## src/rtl/sdm_tx.sv

```systemverilog
// Second-order sigma-delta bitstream transmitter with a programmable bit clock,
// a one-deep sample holding register and optional Manchester output.
module sdm_tx #(
    parameter int DATA_W = 16,
    parameter int DIV_W  = 8,
    parameter int OSR_W  = 10
) (
    input  logic              EXTCLK,
    input  logic              EXTRSTn,
    input  logic              ENABLE,
    input  logic              MODE,
    input  logic [DIV_W-1:0]  CLKDIV,
    input  logic [OSR_W-1:0]  OSR,
    input  logic [DATA_W-1:0] DIN,
    input  logic              DIN_VALID,
    output logic              DIN_READY,
    output logic              SDCLK,
    output logic              DSDOUT,
    output logic              UNDERRUN
);

    localparam logic ST_IDLE = 1'b0;
    localparam logic ST_RUN  = 1'b1;

    localparam int I1_W = DATA_W + 2;
    localparam int I2_W = DATA_W + 4;
    localparam int SW   = DATA_W + 6;

    localparam logic signed [SW-1:0] FB_POS = {{(SW-DATA_W){1'b0}}, 1'b1, {(DATA_W-1){1'b0}}};
    localparam logic signed [SW-1:0] FB_NEG = -FB_POS;
    localparam logic signed [SW-1:0] I1_MAX = {{(SW-I1_W+1){1'b0}}, {(I1_W-1){1'b1}}};
    localparam logic signed [SW-1:0] I1_MIN = ~I1_MAX;
    localparam logic signed [SW-1:0] I2_MAX = {{(SW-I2_W+1){1'b0}}, {(I2_W-1){1'b1}}};
    localparam logic signed [SW-1:0] I2_MIN = ~I2_MAX;

    logic              state_q, state_d;
    logic [DIV_W-1:0]  clkdiv_q, clkdiv_d;
    logic [OSR_W-1:0]  osr_q, osr_d;
    logic              mode_q, mode_d;
    logic [DIV_W-1:0]  div_q, div_d;
    logic [OSR_W-1:0]  bitcnt_q, bitcnt_d;
    logic              phase_q, phase_d;
    logic              bit_q, bit_d;
    logic [DATA_W-1:0] x_q, x_d;
    logic [I1_W-1:0]   i1_q, i1_d;
    logic [I2_W-1:0]   i2_q, i2_d;
    logic [DATA_W-1:0] hold_q, hold_d;
    logic              full_q, full_d;
    logic              ready_q, ready_d;
    logic              sdclk_q, sdclk_d;
    logic              dsdout_q, dsdout_d;
    logic              underrun_q, underrun_d;

    logic              running;
    logic              wrap;
    logic              update;
    logic              load;
    logic [DATA_W-1:0] x_eff;
    logic signed [SW-1:0] fb_w, e_w, i1_sum, i1_sat, i2_sum, i2_sat;

    assign running = (state_q == ST_RUN) && ENABLE;
    assign wrap    = (div_q == clkdiv_q);
    assign update  = running && wrap && phase_q;
    assign load    = update && (bitcnt_q == '0);
    // A sample loaded in this update is already used by this update's loop step
    assign x_eff   = (load && full_q) ? hold_q : x_q;

    always_comb begin
        fb_w   = bit_q ? FB_POS : FB_NEG;
        e_w    = {{(SW-DATA_W){x_eff[DATA_W-1]}}, x_eff} - fb_w;
        i1_sum = {{(SW-I1_W){i1_q[I1_W-1]}}, i1_q} + e_w;
        i1_sat = (i1_sum > I1_MAX) ? I1_MAX : ((i1_sum < I1_MIN) ? I1_MIN : i1_sum);
        i2_sum = {{(SW-I2_W){i2_q[I2_W-1]}}, i2_q} + i1_sat - fb_w;
        i2_sat = (i2_sum > I2_MAX) ? I2_MAX : ((i2_sum < I2_MIN) ? I2_MIN : i2_sum);
    end

    always_comb begin
        state_d    = state_q;
        clkdiv_d   = clkdiv_q;
        osr_d      = osr_q;
        mode_d     = mode_q;
        div_d      = '0;
        bitcnt_d   = '0;
        phase_d    = 1'b0;
        bit_d      = 1'b0;
        x_d        = x_q;
        i1_d       = '0;
        i2_d       = '0;
        hold_d     = hold_q;
        full_d     = full_q;
        underrun_d = 1'b0;

        if (state_q == ST_IDLE) begin
            if (ENABLE) begin
                state_d  = ST_RUN;
                clkdiv_d = CLKDIV;
                osr_d    = OSR;
                mode_d   = MODE;
            end
        end else if (!ENABLE) begin
            state_d = ST_IDLE;
        end else begin
            div_d    = wrap ? '0 : div_q + DIV_W'(1);
            phase_d  = wrap ? ~phase_q : phase_q;
            bitcnt_d = bitcnt_q;
            bit_d    = bit_q;
            i1_d     = i1_q;
            i2_d     = i2_q;
            if (update) begin
                bitcnt_d = (bitcnt_q == osr_q) ? '0 : bitcnt_q + OSR_W'(1);
                x_d      = x_eff;
                i1_d     = i1_sat[I1_W-1:0];
                i2_d     = i2_sat[I2_W-1:0];
                bit_d    = ~i2_sat[SW-1];
            end
        end

        // Load consumes the old content; a simultaneous accept refills it
        if (load) begin
            full_d     = 1'b0;
            underrun_d = ~full_q;
        end
        if (DIN_VALID && !full_q) begin
            hold_d = DIN;
            full_d = 1'b1;
        end

        ready_d  = ~full_d;
        sdclk_d  = mode_d ? 1'b0 : phase_d;
        dsdout_d = mode_d ? (bit_d ^ phase_d) : bit_d;
        if (state_d == ST_IDLE) begin
            sdclk_d  = 1'b0;
            dsdout_d = 1'b0;
        end
    end

    always_ff @(posedge EXTCLK or negedge EXTRSTn) begin
        if (!EXTRSTn) begin
            state_q    <= ST_IDLE;
            clkdiv_q   <= '0;
            osr_q      <= '0;
            mode_q     <= 1'b0;
            div_q      <= '0;
            bitcnt_q   <= '0;
            phase_q    <= 1'b0;
            bit_q      <= 1'b0;
            x_q        <= '0;
            i1_q       <= '0;
            i2_q       <= '0;
            hold_q     <= '0;
            full_q     <= 1'b0;
            ready_q    <= 1'b1;
            sdclk_q    <= 1'b0;
            dsdout_q   <= 1'b0;
            underrun_q <= 1'b0;
        end else begin
            state_q    <= state_d;
            clkdiv_q   <= clkdiv_d;
            osr_q      <= osr_d;
            mode_q     <= mode_d;
            div_q      <= div_d;
            bitcnt_q   <= bitcnt_d;
            phase_q    <= phase_d;
            bit_q      <= bit_d;
            x_q        <= x_d;
            i1_q       <= i1_d;
            i2_q       <= i2_d;
            hold_q     <= hold_d;
            full_q     <= full_d;
            ready_q    <= ready_d;
            sdclk_q    <= sdclk_d;
            dsdout_q   <= dsdout_d;
            underrun_q <= underrun_d;
        end
    end

    assign DIN_READY = ready_q;
    assign SDCLK     = sdclk_q;
    assign DSDOUT    = dsdout_q;
    assign UNDERRUN  = underrun_q;

endmodule

```

## config.mk

```make
export PLATFORM = sky130hd
export DESIGN_NAME = sdm_tx
export DESIGN_NICKNAME = d
export VERILOG_FILES = /design/src/rtl/sdm_tx.sv
export SDC_FILE = /design/constraint.sdc
export NUM_CORES = 1
export LEC_CHECK = 0
export CAP_MARGIN = 30
export CORE_MARGIN = 8
export CORE_UTILIZATION = 35
export DETAILED_ROUTE_END_ITERATION = 8
export PLACE_DENSITY = 0.5
export SLEW_MARGIN = 0
export SYNTH_ARGS = -nofsm -noshare
export SYNTH_HDL_FRONTEND = slang
export SYNTH_SLANG_ARGS = --single-unit
export TNS_END_PERCENT = 100
```

## constraint.sdc

```tcl
create_clock -name EXTCLK -period 11.4 [get_ports EXTCLK]
set_input_delay 2.28 -clock EXTCLK [delete_from_list [all_inputs] [get_ports EXTCLK]]
set_output_delay 2.28 -clock EXTCLK [all_outputs]
set_load 0.02 [all_outputs]
```

==> summary.txt, run 1 <==
Clocking
  • Total clock buffers created by CTS: 17
  • Clock input transition at the sequential cells of the worst setup and hold paths: 0.06 ns
  • Clock root cell: clkbuf_16
  • Worst-skew pair later-pin latency: 0.42 ns
  • # H-tree levels: 4
  • Post-cts sizing count: 0
  • Post-CTS setup buffers: 0
  • Hold buffer count at CTS: 0
  • Number of buffers between clock root and the deepest sink: 2
  • Sink Count: 115
  • TritonCTS clock tree: yes

Layout
  • Fraction of final layout cells with drive strength greater than 1: 12.6%
  • Post-layout nets: 1038
  • Layout area overhead: 17.8%
  • Cell area after layout: 9350 sq um
  • Ant diodes: 0

Worst setup path
  • Type of the worst setup path: input port to flip-flop
  • Cell with the largest stage delay on the worst path: clkdlybuf4s50_1
  • Kind of start point of the critical path: input port
  • Worst EP required: 11.75 ns
  • Worst Reg2Reg Path Length in Cells: 38
  • Worst-path fanout max: 22
  • Largest stage delay on the critical path: 0.53 ns
  • Endpoint arrival time on the critical path: 10.96 ns
  • Worst setup EP type: flip-flop
  • Critical Path Most Common Cell: ha_1

Placed design
  • Routability congestion estimate from global placement: 0.801
  • Input/output buffers: 42
  • Sum of net half-perimeters after detailed placement: 13800 um
  • Cell area after placement: 8740 sq um

Power
  • Final total power: 1.03 mW
  • Worst VDD drop: 0.0000785 V
  • PwrDens: 110 nW/um^2
  • Static leakage: 4.58 nW

Logic synthesis
  • Number of flops mapped to enable cells by yosys: 0
  • Share of flip-flops with an asynchronous set or reset after synthesis: 100%
  • Most common cell in the synthesized netlist: inv_1
  • Share of synthesized area occupied by flip-flops and latches: 36.2%
  • Avg Synthesized Cell Area: 9.19 sq um
  • Cell types occupying the most area after synthesis: dfrtp_1, ha_1, mux2_2
  • Most numerous cell types in the synthesized netlist: inv_1, dfrtp_1, ha_1, a21oi_1, nand2_1
  • Cell type with the highest aggregate area in the netlist: dfrtp_1
  • Synthesized instance count: 864
  • Synth Net Count: 985
  • Number of synthesized register bits: 115
  • Synthesis warning total: 0
  • Main synth FF type: dfrtp_1
  • Number of different library cells in the post-synthesis netlist: 64
  • Synth top area share: 35.9%
  • Post-synthesis instance area: 7940 sq um

STA
  • Setup repair after global routing missed its margin: no
  • Clock skew: 0.0119 ns
  • Setup Viol. Count Final: 0
  • Max_slew headroom: 60.4%
  • Final slew viol count: 0
  • Crit path time final: 10.61 ns
  • Transition time at the pin with the least slew margin: 0.593 ns
  • Number of hold violations in the final report: 0
  • Share of the clock period used by the worst path after layout: 93.1%
  • FMAX: 0.0942 GHz
  • Setup TNS: 0 ns

Floorplanning
  • Core Box Area: 22400 sq um
  • Horiz. Die Dim: 167 um
  • Number of rows in the core area: 55
  • I/O pin count: 43
  • Die Outline Area: 27800 sq um
  • Height of the die: 167 um
  • Starting density of the core: 35.4%

Outcome
  • Result of the run: completed

Hold path
  • Hold path depth: 1
  • Hold crit path type: flip-flop to flip-flop

Global route
  • Global Route met3 Usage: 3.00%
  • First-pass GRT wire length: 31800 um
  • Tot GR Track Use: 14.0%
  • Busiest layer in global routing: met2
  • Vias in the first global route: 6193
  • GR met2 Demand/Resource: 21.5%
  • Met1 track demand over resource: 19.6%
  • Pin count of the biggest net entering global routing: 75
  • Overflow left after global routing: 0
  • Number of antenna violations at the first check in global routing: 0

Routing
  • First-pass iteration count of the detailed router: 6
  • Post-DR vias/cell: 5.01
  • Initial detailed-routing violation count: 285
  • Total number of vias: 6091
  • Total routed wirelength: 18600 um
  • Post-detailed-route count of antenna-violating nets: 0
  • Detail-routed net length per standard cell: 15.3 um
  • Final routed DRC violation total: 0

Run
  • Count of max-cap constraint violations: 0
logic make-up after synthesis:
logic type               synth area share (%)
AO/OA/AOI/OAI                            15.4
adder cells (fa/ha/maj)                  13.6
buffers and inverters                    7.17
AND/OR/NAND/NOR                          12.6
flip-flops                               36.2
multiplexers                             8.19
XOR/XNOR                                 6.84
worst paths after layout:
path	from	end	slack, ns
worst min-delay path	x_q[2]$_DFFE_PN0P_	x_q[2]$_DFFE_PN0P_	0.49
max in group asynchronous	EXTRSTn	DIN_READY$_DFF_PN1_	8.54
worst min register to register	x_q[2]$_DFFE_PN0P_	x_q[2]$_DFFE_PN0P_	0.49
worst max-delay path	ENABLE	i2_q[19]$_DFFE_PN0P_	0.79
worst max register to register	bitcnt_q[5]$_DFFE_PN0P_	i2_q[19]$_DFFE_PN0P_	2.16
min in group asynchronous	EXTRSTn	osr_q[2]$_DFFE_PN0P_	1.86
final cells by class:
cell class,count,area [sq um]
repair buffers,58,558
well taps,285,357
flip-flops and latches,115,2880
clock inverters,13,125
fillers,2246,13100
inverters,127,477
clock buffers,19,453
multi-input cells,598,4510
critical path: cells and delay by family:
family | cells | cell delay (ns)
AOI/OAI and AO/OA | 11 | 2.28
and+or+nand+nor | 12 | 2.37
buffers and inverters | 7 | 1.50
xor gates and xnor gates | 2 | 0.36
muxes | 1 | 0.27
adders and majority gates | 6 | 1.88
metrics by stage:
step / worst slack, ns / utilization (%) / std cells / hold slack [ns]
after floorplan: 1.03 / - / 864 / 0.456
after global placement: 0.440 / 39.0 / 1182 / 0.473
after detailed placement: 0.280 / 39.0 / 1182 / 0.480
after CTS: 0.633 / 41.5 / 1214 / 0.495
after global routing: 0.0412 / 41.7 / 1215 / 0.511
final: 0.787 / 41.7 / 1215 / 0.491
state kept, by name (all words and copies together), names as in the netlist:
register   flops
i2_q          20
i1_q          18
hold_q        16
x_q           16
bitcnt_q      10
osr_q         10
clkdiv_q       8
div_q          8
DIN_READY      1
DSDOUT         1
SDCLK          1
UNDERRUN       1
bit_q          1
full_q         1
mode_q         1
phase_q        1
state_q        1
per-layer routing:
metal	routed length, um	share of wire [%]	up-vias
li1	-	-	3084
met1	9630	52	2914
met2	8180	44	79
met3	570	3.1	14
met4	182	0.98	0
met5	0	0	-
cells in the final DEF, fill, tap and decap left out, drive strengths merged, types with 17 or more instances in the layout:
cell type,count
dfrtp,114
buf,17
nand2,56
o21ai,48
nand3,27
clkbuf,19
nor2,51
mux2,54
inv,131
clkdlybuf4s50,41
xnor2,35
a21oi,59
ha,75
xor2,27
a21o,19
a22oi,17
power by group:
| part | internal, mW | total, mW | switching (mW) |
|---|---|---|---|
| clock | 0.314 | 0.522 | 0.208 |
| combinational | 0.0392 | 0.0738 | 0.0346 |
| sequential | 0.426 | 0.437 | 0.0112 |
No activity file was read; power rests on OpenSTA's default activity.
==> run 2: changes to the inputs <==
Settings changed: PLACE_DENSITY 0.5 to 0.52.
Clock period 11.4 ns to 9.1 ns, I/O delays scaled along.
==> run 2 against run 1 <==
  * Sequential share of layout area fell by 4.3 points
  * Design area rose by 16%
  * Via count rose by 9.9%
  * First-iteration DRC count increased by 20%
  * Register-to-register slack got worse by 1.2 ns
  * Clock skew hardly changed
  * Power increased by 31%
  * Die area stayed put
==> summary.txt, run 2 (same netlist as run 1, synthesis figures left out) <==
Outcome
  • Result of the run: completed

STA
  • Number of hold violations in the final report: 0
  • Transition time at the pin with the least slew margin: 0.891 ns
  • Crit path time final: 8.66 ns
  • Clock skew: 0.0116 ns
  • Fin Hold WS: 0.489 ns
  • Share of the clock period used by the worst path after layout: 95.2%
  • Final slew viol count: 0
  • Max_slew headroom: 40.6%
  • FMAX: 0.115 GHz
  • Setup Viol. Count Final: 0

Clocking
  • Number of buffers between clock root and the deepest sink: 2
  • TritonCTS clock tree: yes
  • Clock root cell: clkbuf_16
  • Clock input transition at the sequential cells of the worst setup and hold paths: 0.06 ns
  • Hold buffer count at CTS: 0
  • Total clock buffers created by CTS: 17
  • Sink Count: 115
  • Worst-skew pair later-pin latency: 0.42 ns
  • # H-tree levels: 4

Placed design
  • Routability congestion estimate from global placement: 0.823
  • Cell area after placement: 9900 sq um
  • Placed cells: 1325
  • Sum of net half-perimeters after detailed placement: 14900 um
  • Input/output buffers: 42

Floorplanning
  • Starting density of the core: 35.4%
  • I/O pin count: 43
  • Core Box Area: 22400 sq um
  • Number of rows in the core area: 55
  • Die Outline Area: 27800 sq um
  • Height of the die: 167 um
  • Horiz. Die Dim: 167 um

Worst setup path
  • Critical register-to-register path startpoint: bitcnt_q[5]$_DFFE_PN0P_
  • Worst Reg2Reg Path Length in Cells: 41
  • Cell with the largest stage delay on the worst path: or4b_1
  • Type of the worst setup path: input port to flip-flop
  • Kind of start point of the critical path: input port
  • Launching element of the worst setup path: ENABLE
  • Worst setup EP type: flip-flop
  • R2r setup slk: 0.93 ns
  • Worst EP required: 9.46 ns
  • Endpoint arrival time on the critical path: 9.02 ns
  • Worst-path fanout max: 11
  • Critical Path Most Common Cell: buf_4
  • Endpoint of the worst-slack reg-to-reg timing path: i2_q[19]$_DFFE_PN0P_
  • Largest stage delay on the critical path: 0.44 ns

Layout
  • Most frequent standard cell in the layout excluding fill and tap cells: buf_4
  • Largest registers: i2_q (20), i1_q (18)
  • Leading cell types in the layout, fill and taps excluded: buf_4, inv_1, dfrtp_1
  • Core occupancy in the finished layout: 48.4%
  • Fill cell count: 2182
  • Layout area overhead: 36.6%
  • Flip-flop count of the largest register, all copies and words added: 20
  • Most flops, register: i2_q
  • Ant diodes: 0
  • Fin cells: 1369
  • Post-layout nets: 1192
  • Fraction of final layout cells with drive strength greater than 1: 29.1%
  • Cell area after layout: 10900 sq um

Power
  • Static leakage: 5.41 nW
  • Worst VDD drop: 0.0000976 V
  • PwrDens: 125 nW/um^2
  • Final total power: 1.36 mW

Hold path
  • Hold crit path type: flip-flop to flip-flop
  • End point of the worst hold path: i2_q[4]$_DFFE_PN0P_
  • Hold_sp: i2_q[4]$_DFFE_PN0P_
  • Hold path depth: 2

Routing
  • Initial detailed-routing violation count: 343
  • Final routed DRC violation total: 0
  • Total number of vias: 6697
  • Post-DR vias/cell: 4.89
  • Detail-routed net length per standard cell: 14.7 um
  • Total routed wirelength: 20100 um
  • First-pass iteration count of the detailed router: 4
  • Post-detailed-route count of antenna-violating nets: 0

Global route
  • First-pass GRT wire length: 33900 um
  • Pin count of the biggest net entering global routing: 68
  • Overflow left after global routing: 0
  • Vias in the first global route: 6903
  • Tot GR Track Use: 15.0%
  • Number of antenna violations at the first check in global routing: 0

Run
  • Count of max-cap constraint violations: 0
-- run 2: worst max-delay path by stage --
stage | end | slack [ns] | depth (start not counted)
floorplan | i2_q[19]$_DFFE_PN0P_ | 0.03 | 40
global placement | i2_q[16]$_DFFE_PN0P_ | -0.63 | 41
detailed placement | i2_q[16]$_DFFE_PN0P_ | -0.79 | 40
CTS | i2_q[19]$_DFFE_PN0P_ | 0.002 | 40
global route | i2_q[19]$_DFFE_PN0P_ | -0.007 | 39
finish | i2_q[19]$_DFFE_PN0P_ | 0.44 | 42
-- run 2: layout make-up --
type	count	area, sq um	area share, %
well taps	285	357	3.29
clock inverters	14	179	1.65
multi-input cells	598	4800	44.2
repair buffers	212	1720	15.8
inverters	127	479	4.42
flip-flops and latches	115	2880	26.5
clock buffers	18	439	4.05
-- run 2: where the power goes --
group	switching, mW	leakage (nW)	internal [mW]	total, mW
clock	0.265	0.293	0.441	0.706
sequential	0.0137	1.53	0.533	0.547
combinational	0.0456	3.59	0.0577	0.103
-- run 2: repair_timing --
action / CTS / global route
setup buffers: 8 / 4
gates resized for setup: 21 / 36
setup endpoints to repair: 20 / 22
pin swaps: 9 / 20
gates cloned: 0 / 0
-- run 2: critical path: cells and delay by family --
family / cells / cell delay [ns]
and+or+nand+nor: 12 / 2.16
muxes: 1 / 0.22
AOI/OAI and AO/OA: 10 / 1.51
adders and majority gates: 6 / 1.72
buffers and inverters: 11 / 1.22
xor gates and xnor gates: 2 / 0.32
-- run 2: layer usage --
layer / GRT usage, % / up-vias / share of wire [%]
li1: - / 3384 / -
met1: 19.8 / 3208 / 49
met2: 24.5 / 84 / 46
met3: 3.14 / 21 / 2.9
met4: 3.92 / 0 / 1.6
met5: 0 / - / 0
-- run 2: through the flow --
| stage | TNS, ns | setup WS (ns) |
|---|---|---|
| 2_1_floorplan | 0 | 0.0274 |
| 3_3_place_gp | -11.87 | -0.625 |
| 3_5_place_dp | -15.28 | -0.794 |
| 4_1_cts | 0 | 0.00220 |
| 5_1_grt | -0.00687 | -0.00687 |
| 6_report | 0 | 0.438 |
==> run 3: changes to the inputs <==
Settings changed: CAP_MARGIN 30 to 20.
==> results of run 3 <==
Same layout as run 2: the final DEF is identical, and so are final timing and power.
